## src/rtl/csa_stream_accumulator.sv

```systemverilog
// Streaming group accumulator: each beat's lanes are folded into a redundant
// carry-save pair, and one carry-propagate add resolves the pair at group end.
module csa_stream_accumulator #(
  parameter int IN_WIDTH  = 18,
  parameter int LANES     = 3,
  parameter int ACC_WIDTH = 32,
  parameter int CNT_WIDTH = 16
) (
  input  logic                      clk,
  input  logic                      rst,
  input  logic                      in_valid,
  output logic                      in_ready,
  input  logic [LANES*IN_WIDTH-1:0] in_data,
  input  logic                      in_last,
  output logic                      out_valid,
  input  logic                      out_ready,
  output logic [ACC_WIDTH-1:0]      out_sum,
  output logic [CNT_WIDTH-1:0]      out_count
);

  typedef enum logic [1:0] {ACCUM, RESOLVE, OUTPUT} state_t;

  state_t               state;
  logic [ACC_WIDTH-1:0] acc_s;
  logic [ACC_WIDTH-1:0] acc_c;
  logic [ACC_WIDTH-1:0] nxt_s;
  logic [ACC_WIDTH-1:0] nxt_c;
  logic [CNT_WIDTH-1:0] cnt;

  function automatic logic [ACC_WIDTH-1:0] csa_sum(input logic [ACC_WIDTH-1:0] a,
                                                   input logic [ACC_WIDTH-1:0] b,
                                                   input logic [ACC_WIDTH-1:0] c);
    return a ^ b ^ c;
  endfunction

  // Carry weight is one bit higher; the shift drops anything past the top bit.
  function automatic logic [ACC_WIDTH-1:0] csa_carry(input logic [ACC_WIDTH-1:0] a,
                                                     input logic [ACC_WIDTH-1:0] b,
                                                     input logic [ACC_WIDTH-1:0] c);
    return ((a & b) | (a & c) | (b & c)) << 1;
  endfunction

  function automatic logic [CNT_WIDTH-1:0] sat_inc(input logic [CNT_WIDTH-1:0] v);
    return (&v) ? v : v + 1'b1;
  endfunction

  always_comb begin
    logic [ACC_WIDTH-1:0] op;
    logic [ACC_WIDTH-1:0] ts;
    logic [ACC_WIDTH-1:0] tc;
    nxt_s = acc_s;
    nxt_c = acc_c;
    op    = '0;
    ts    = '0;
    tc    = '0;
    for (int k = 0; k < LANES; k++) begin
      op    = {{(ACC_WIDTH-IN_WIDTH){1'b0}}, in_data[k*IN_WIDTH +: IN_WIDTH]};
      ts    = csa_sum(nxt_s, nxt_c, op);
      tc    = csa_carry(nxt_s, nxt_c, op);
      nxt_s = ts;
      nxt_c = tc;
    end
  end

  always_ff @(posedge clk) begin
    if (rst) begin
      state     <= ACCUM;
      in_ready  <= 1'b1;
      out_valid <= 1'b0;
      acc_s     <= '0;
      acc_c     <= '0;
      cnt       <= '0;
      out_sum   <= '0;
      out_count <= '0;
    end else begin
      case (state)
        ACCUM: begin
          if (in_valid && in_ready) begin
            acc_s <= nxt_s;
            acc_c <= nxt_c;
            cnt   <= sat_inc(cnt);
            if (in_last) begin
              state    <= RESOLVE;
              in_ready <= 1'b0;
            end
          end
        end
        // The only carry-propagate add in the block happens here, once per group.
        RESOLVE: begin
          out_sum   <= acc_s + acc_c;
          out_count <= cnt;
          acc_s     <= '0;
          acc_c     <= '0;
          cnt       <= '0;
          state     <= OUTPUT;
          out_valid <= 1'b1;
        end
        OUTPUT: begin
          if (out_ready) begin
            state     <= ACCUM;
            out_valid <= 1'b0;
            in_ready  <= 1'b1;
          end
        end
        default: begin
          state     <= ACCUM;
          in_ready  <= 1'b1;
          out_valid <= 1'b0;
        end
      endcase
    end
  end

endmodule

```

## config.mk

```make
export PLATFORM = sky130hd
export DESIGN_NAME = csa_stream_accumulator
export DESIGN_NICKNAME = d
export VERILOG_FILES = /design/src/rtl/csa_stream_accumulator.sv
export SDC_FILE = /design/constraint.sdc
export NUM_CORES = 1
export LEC_CHECK = 0
export CORE_UTILIZATION = 56
export DETAILED_ROUTE_END_ITERATION = 8
export PLACE_DENSITY = 0.84
export SYNTH_ARGS = -nofsm -noshare
export SYNTH_HDL_FRONTEND = slang
export SYNTH_SLANG_ARGS = --single-unit
```

## constraint.sdc

```tcl
create_clock -name clk -period 3 [get_ports clk]
set_input_delay 0.75 -clock clk [delete_from_list [all_inputs] [get_ports clk]]
set_output_delay 0.75 -clock clk [all_outputs]
set_load 0.03 [all_outputs]
```

* Word-level counts from Yosys, hierarchy flattened
Cells that the tools add are included.
** Operators by class
- Divide/modulo/power cells :: 0
- $lt $le $gt $ge :: 0
- $add $sub $neg :: 2
- Equality and inequality tests :: 6
- Multipliers :: 0
- Mux-type cells :: 17
- Reductions and logical operators :: 9
- Bitwise operators :: 23
- Shift-type cells :: 0
** Operator list (count)
- AND 31 x 18 -> 31 bit :: 6
- bitwise OR 31 bit :: 6
- one-hot mux 32 bit (2 select lines) :: 2
- bitwise XOR 32 x 18 -> 32 bit :: 3
- bitwise XOR 32 bit :: 3
- AND 31 bit :: 3
- two-way mux 32 bit :: 2
- adder 32 bit :: 1
- two-way mux 16 bit :: 2
- one-hot mux 16 bit (2 select lines) :: 1
- adder 16 x 1 -> 16 bit, second input constant :: 1
- AND reduction 16 bit :: 1
- != test 2 bit, second input constant :: 4
- two-way mux 2 bit :: 3
- one-hot mux 1 bit (3 select lines) :: 2
- one-hot mux 2 bit (3 select lines) :: 1
- AND reduction 3 bit :: 2
- two-way mux 1 bit :: 4
- AND reduction 2 bit :: 2
- AND reduction 4 bit :: 1
- equality test 2 x 1 -> 1 bit, second input constant :: 1
- equality test 2 bit, second input constant :: 1
- logical NOT 2 bit :: 1
- NOT 1 bit :: 2
- 2 further kinds :: 2
** Word-level totals
- Memories kept :: 0
- Word-level logic and storage cells :: 65
- ROM bits :: 0
- Output and inout bits :: 50
- RAM bits :: 0
- Register bits :: 132
- Input port bits :: 59
- Bits in latches :: 0

* Longest topological paths before layout
Gate-level depths: netlist (run 1).
- Depth after elaboration :: 11
- Depth in mapped cells :: 11

* Worst setup path before layout (run 1)
OpenSTA, ideal clock, no wires.
- Path type :: reg2reg
- Start :: reg acc_s[1]
- End :: reg out_sum[31]
- Library setup time :: 0.117 ns
- Clock period less this slack :: 2.665 ns
- Slack :: 0.335 ns
- Cell stages (with the launch flop) :: 12
- Arrival :: 2.547 ns
- Cell sequence :: dfxtp_1 ha_1 inv_1 fa_1 nor2b_4 o211ai_2 a311oi_2 o211ai_2 nand3_2 a311o_2 or3b_1 a32o_1
** On the way
- Word-level cells in the longest chain between the ends :: 1
** Ends and longest elaborated chain
- start: declaration :: RTL line 24 : logic [ACC_WIDTH-1:0] acc_s;
- start signal: assignment :: RTL line 79 : acc_s <= nxt_s;
- adder 32 bit :: RTL line 90 : out_sum <= acc_s + acc_c;
- end signal: assignment :: RTL line 90
- end: declaration :: RTL line 17 : output logic [ACC_WIDTH-1:0] out_sum,
No other way between the ends.
A chain may end at the register's enable or synchronous reset.

* Final worst setup path (run 1)
- Start :: reg acc_s[1]
- End :: reg out_sum[27]
The elaborated chain is that of the path after synthesis.

==> results.md, run 1 <==
* DIE AREA at ~0.015 mm²
* CP Max Fanout at 4
* Drt first pass iters at 6
* Cts bufs inserted at 17
* Routed length per placed instance at 15.24 µm
* Tmin final at 2864 ps
* Crit-path cells: ha_2 > inv_1 > fa_1 > nor2b_4 > o211ai_2 > a311oi_2 > o211ai_2 > nand3_2 > nand4_1 > a2111oi_0 > or3b_2
* Number of remaining DRC errors at 0
* CP peak stage delay at 560 ps
* Final #Nets at 1145
* CTS tree: done
* Worst EP required at 3370 ps
* P&R area growth vs syn at 23.18%
* Effective utilization at floorplan at between 50% and 60%
* Hold WC Path Type: flop to flop
* CP Class: flop to flop
* Core Area at 0.01383 mm²
* Diodes inserted at 0
* First-pass GRT wire length at 29610 µm
* Post-Synthesis Net Count at 1044
* Routing usage on met1 at 30.99%
* Most used DFF post-synth: dfxtp_1
* Max Cap Viol at 0
* Congestion Overflow GR at 0
* Clock buffer depth at 2
* Vias at between 6000 and 7000
* Post-CTS Hold Buffers at 0
* Post-synthesis cell type with the largest combined area: dfxtp_1
* Hold Vio Cnt, Final at 0
* Final-layout fill cell count at 1047
* Gate Count Post-Synth at 861
* Vias in the first global route at 6405
* Met3 Resource Use GR at 5.639%
* Max Clk Rate at 0.3491 GHz
* Top post-synthesis cells by area: dfxtp_1 (33%), fa_1 (16%), ha_1 (9.5%), a22oi_1 (5.7%), nor2_1 (5.0%)
* Cell area after placement at 0.009178 mm²
* DR iter-0 viols at 349
* Die Span X at 120.9 µm
* Layout cells sized above 1 at 7.590%
* RSZ-0062 raised after global routing: no
* Yosys warns at 0
* CP most frequent cell: o211ai_2
* Busiest grt layer: met2
* Reg2Reg Setup Slack at between 100 and 150 ps
* Crit. End Element: flop
* H-Tree Level Count at 4
* Synth top area share at between 30% and 40%
* DP Worst Slack at -146.9 ps
* Worst slew pin tran at 761.8 ps
* Crit-path slowest cell: a2111oi_0
* Number of synthesized flops with an enable pin at 0
* Post-CTS Setup Inserts at 0
* Sequential share of the synthesized area at 33.12%
* Worst hold stages at 2
* Lkg Pwr at 3.922 nW
* Max-slew headroom at 49.21%
* Clk root buf: clkbuf_16
* Drt total wl at approximately 18000 µm
* Largest net degree at the start of global routing at 65
* Port Buffers at 108
* Yosys cell types at 70
* Outcome: complete, no violations
* Final setup violation count at 0
* CTS clock-pin slew for the worst setup and hold paths at 60 ps
* FFs w/ async S/R, synth at 0%
* Critical path arrival at 3230 ps
* #FFs+latches synth at approximately 130
* Pwr dens at 630.6 mW/mm²
* Number of clock sinks at 131
* Slew Limit Fails at 0
* Crit start category: flop
* Final core utilization at 70.54%
* Clock insertion delay at the later pin of the skew report at around 430 ps
* Final ANT Viol Nets at 0
* Post-DP HPWL at between 10000 and 15000 µm
* Cell row count at 43
* Peak VDD IR at 0.0004230 V
* Initial antenna violation count at 0
* Worst r2r path cells at 11
* Most frequent cells in the layout: dfxtp_1 (130), clkdlybuf4s50_1 (107), nor2_1 (106)
* Tcrit/Tclk final at a little over nine tenths
* Die Ht at 120.9 µm
* Final Wtd Congestion at 0.8788
* Leading cell type in the layout, fill and taps excluded: dfxtp_1
* Routing usage on met2 at 43.75%
* Syn Std Cell Area at 0.007918 mm²
* Syn Area/Cell at 9.196 µm²
* Design area at ~0.0098 mm²
* Num ports at about 110
* Total Routing Usage GR at 25.61%
* Post-CTS Resized at 0
* Setup Skew at 7.171 ps
* Via density at approximately 5.5
* PnR worst setup slack at 135.7 ps
## final timing paths
| check | from | endpoint |
|---|---|---|
| worst max-delay path | acc_s[1]$_SDFFE_PP0P_ | out_sum[27]$_SDFFE_PP0P_ |
| worst min-delay path | out_sum[10]$_SDFFE_PP0P_ | out_sum[10]$_SDFFE_PP0P_ |
| worst max register to register | acc_s[1]$_SDFFE_PP0P_ | out_sum[27]$_SDFFE_PP0P_ |
| worst min register to register | out_sum[10]$_SDFFE_PP0P_ | out_sum[10]$_SDFFE_PP0P_ |
## synth_stat cells (all sizes together) (7+ instances only)
master,n
nor2,106
clkbuf,34
and4,7
a22oi,60
nor3,8
nand2,99
and3,8
o21ai,27
dfxtp,131
fa,64
nand4,9
nand3,10
ha,60
xnor2,18
inv,63
a21oi,58
xor2,19
## through the flow
stage                     setup TNS [ps]  hold WS [ps]  power (W)  instances
after global placement            -72.62         433.5   0.004071       1123
after global routing                   0         471.5   0.006573       1155
after floorplan                        0         449.1   0.003619        861
after CTS                              0         451.5   0.006198       1155
final                                  0         448.8   0.006150       1155
after detailed placement          -757.7         443.6   0.004207       1123
## sequential cells by signal, indices dropped and copies added, names as in the netlist
register and count:
acc_c 31, state 2, acc_s 32, out_count 16, out_sum 32, in_ready 1, out_valid 1, cnt 16
## metal layers
| layer | vias up | wire [µm] |
|---|---|---|
| li1 | 3132 | - |
| met1 | 3039 | 7499 |
| met2 | 190 | 8830 |
| met3 | 45 | 810 |
| met4 | 0 | 465 |
| met5 | - | 0 |
## report_power, final
part	internal (W)	leakage, nW	total, W	switching, W
logic	0.000966	2.59	0.00207	0.00111
registers	0.00191	1.06	0.00209	0.000179
clock network	0.00120	0.272	0.00199	0.000783
## critical path: cells and delay by family (launching register included)
| kind | cells | cell delay, ps |
|---|---|---|
| AOI/OAI and AO/OA | 4 | 1150 |
| and+or+nand+nor | 4 | 630 |
| adders and majority gates | 2 | 620 |
| DFF | 1 | 350 |
| buffers and inverters | 1 | 50 |
## final cells by class
class	count	area, µm²	share of cell area (%)
multi-input cells	627	4900	50.24
inverters	63	236.5	2.425
clock inverters	11	101.3	1.039
clock buffers	21	470.5	4.824
well taps	180	225.2	2.309
flip-flops and latches	131	2624	26.90
repair buffers	122	1196	12.26
## logic make-up (layout without fill, tap and decap cells)
| family | Yosys count | in the layout | synth area share [%] |
|---|---|---|---|
| compound gates | 186 | 186 | 15.83 |
| xor+xnor | 37 | 37 | 4.093 |
| fa+ha+maj | 124 | 124 | 25.66 |
| buf+inv | 103 | 217 | 5.104 |
| flops | 131 | 131 | 33.12 |
| mux | 2 | 2 | 0.2529 |
| simple gates | 278 | 278 | 15.93 |
Note: power is estimated with default switching activity, not from simulation.
==> run 2: changes to the inputs <==
CORE_MARGIN = 10   (was default)
==> results.md, run 2 (same netlist as run 1, synthesis figures left out) <==
* DIE AREA at ~0.019 mm²
* CP peak stage delay at 420 ps
* Routed length per placed instance at between 15 and 20 µm
* CTS tree: done
* Hold WS at 450.5 ps
* First-pass GRT wire length at 32620 µm
* Tmin final at roughly 2900 ps
* Die Span X at 138.9 µm
* NetSw at 0.002114 W
* Non-filler cells, final at between 1000 and 1500
* CP Max Fanout at 3
* Drt first pass iters at 5
* Top Family by Delay on Critical Path: compound AO/OA/AOI/OAI gates
* Total Routing Usage GR at 20.04%
* Worst Path Buf+Inv at 1
* Overall Power at 0.006408 W
* Tcrit/Tclk final at between 90 and 100%
* Placed Cells at 1125
* Max Clk Rate at 0.3499 GHz
* Crit. End Element: flop
* Vias at roughly 6600
* Hold Vio Cnt, Final at 0
* Pwr dens at 650.2 mW/mm²
* Via density at approximately 5.7
* Leading cell type in the layout, fill and taps excluded: dfxtp_1
* Crit start category: flop
* CP most frequent cell: o211ai_2
* Setup Skew at a little under 8 ps
* Slew Limit Fails at 0
* Crit path depth at 11
* Worst hold stages at 2
* Clock buffer depth at 2
* Clock insertion delay at the later pin of the skew report at 430 ps
* Most frequent cells in the layout: dfxtp_1 (130), clkdlybuf4s50_1 (107), nor2_1 (106)
* Effective utilization at floorplan at 57.04%
* Top Registers: acc_s x32, out_sum x32, acc_c x31
* Final setup violation count at 0
* Clk pwr share at 35.1%
* Final ANT Viol Nets at 0
* Cts bufs inserted at 17
* Hold WC Path Type: flop to flop
* Max Cap Viol at 0
* Num ports at between 100 and 150
* Sequential Power Share at 32.6%
* Port Buffers at 108
* Combinational power share at between 30% and 40%
* Crit-path slowest cell: fa_1
* Post-DP HPWL at 14250 µm
* Worst slew pin tran at 606.5 ps
* Number of clock sinks at roughly 130
* Int Pwr at 0.004294 W
* CTS clock-pin slew for the worst setup and hold paths at around 60 ps
* Vias in the first global route at 6771
* Final core utilization at 71.00%
* Worst r2r path cells at 11
* Critical path arrival at 3170 ps
* Final #Nets at 1148
* Final Wtd Congestion at 0.9038
* Lkg Pwr at 3.977 nW
* Outcome: complete, no violations
* Max-slew headroom at 59.57%
* Clk root buf: clkbuf_16
* Crit-path cells: ha_1 > inv_1 > fa_1 > nor2b_4 > o211ai_2 > a311oi_2 > o211ai_2 > nand3_2 > a311o_2 > or3b_1 > a32o_1
* Cell row count at 43
* Congestion Overflow GR at 0
* Worst EP required at 3310 ps
* Layout cells sized above 1 at 7.873%
* Diodes inserted at 0
* Die Ht at 138.9 µm
* Switching Share at about a third
* Core Area at 0.01388 mm²
* Initial antenna violation count at 0
* Number of remaining DRC errors at 0
* Peak VDD IR at 0.0005119 V
* H-Tree Level Count at 4
* RSZ-0062 raised after global routing: no
* Largest net degree at the start of global routing at 42
* CP Class: flop to flop
* P&R area growth vs syn at 24.48%
* DR iter-0 viols at 334
* Post-CTS Hold Buffers at 0
* Drt total wl at 19050 µm
## run 2: repair_timing
| item | in CTS | in global routing |
|---|---|---|
| gates resized for setup | 0 | 1 |
| setup buffers | 0 | 1 |
| endpoints found under the setup margin | 0 | 1 |
## run 2: worst register-to-register path, delay by kind of cell, from the launching register on
family | cells | cell delay, ps
AOI/OAI and AO/OA | 5 | 1080
adders and majority gates | 2 | 620
buffers and inverters | 1 | 60
DFF | 1 | 370
and+or+nand+nor | 3 | 630
## run 2: layout make-up
type                            count  area [µm²]
Tap cell                          180       225.2
Timing Repair Buffer              125        1231
Sequential cell                   131        2624
Clock buffer                       18       439.2
Inverter                           63       236.5
Multi-Input combinational cell    627        4897
Fill cell                        1053        4025
Clock inverter                     14       202.7
## run 2: power groups by stage
stage | Combinational [W] | Sequential (W) | Clock, W
final | 0.00207 | 0.00209 | 0.00225
after CTS | 0.00209 | 0.00209 | 0.00226
after floorplan | 0.00150 | 0.00211 | 0
after detailed placement | 0.00205 | 0.00213 | 0
after global routing | 0.00241 | 0.00212 | 0.00234
after global placement | 0.00197 | 0.00212 | 0
## run 2: worst paths after layout
| kind | from | end | slack, ps |
|---|---|---|---|
| worst max-delay path | acc_s[1]$_SDFFE_PP0P_ | out_sum[31]$_SDFFE_PP0P_ | 140 |
| worst min-delay path | out_count[11]$_SDFFE_PP0P_ | out_count[11]$_SDFFE_PP0P_ | 450 |
| worst max register to register | acc_s[1]$_SDFFE_PP0P_ | out_sum[31]$_SDFFE_PP0P_ | 140 |
| worst min register to register | out_count[11]$_SDFFE_PP0P_ | out_count[11]$_SDFFE_PP0P_ | 450 |
## run 2: routing by layer
| layer | GRT usage (%) | up-vias | wire (µm) |
|---|---|---|---|
| met1 | 23.47 | 3156 | 8138 |
| met2 | 33.55 | 199 | 9300 |
| met4 | 9.610 | 0 | 575 |
| met5 | 0 | - | 0 |
| met3 | 5.034 | 45 | 1039 |
| li1 | - | 3152 | - |
## run 2: stage by stage
step / area [µm²] / setup WS (ps) / setup TNS, ps
finish: 9856 / 142.0 / 0
global placement: 9205 / -69.01 / -69.01
global route: 9856 / 9.208 / 0
floorplan: 7918 / 335.4 / 0
detailed placement: 9205 / -89.79 / -596.9
CTS: 9847 / 77.97 / 0
==> run 3: changes to the inputs <==
GPL_ROUTABILITY_DRIVEN = 1   (was default)
==> results of run 3 <==
No change in the layout: final DEF, timing and power equal those of run 2.
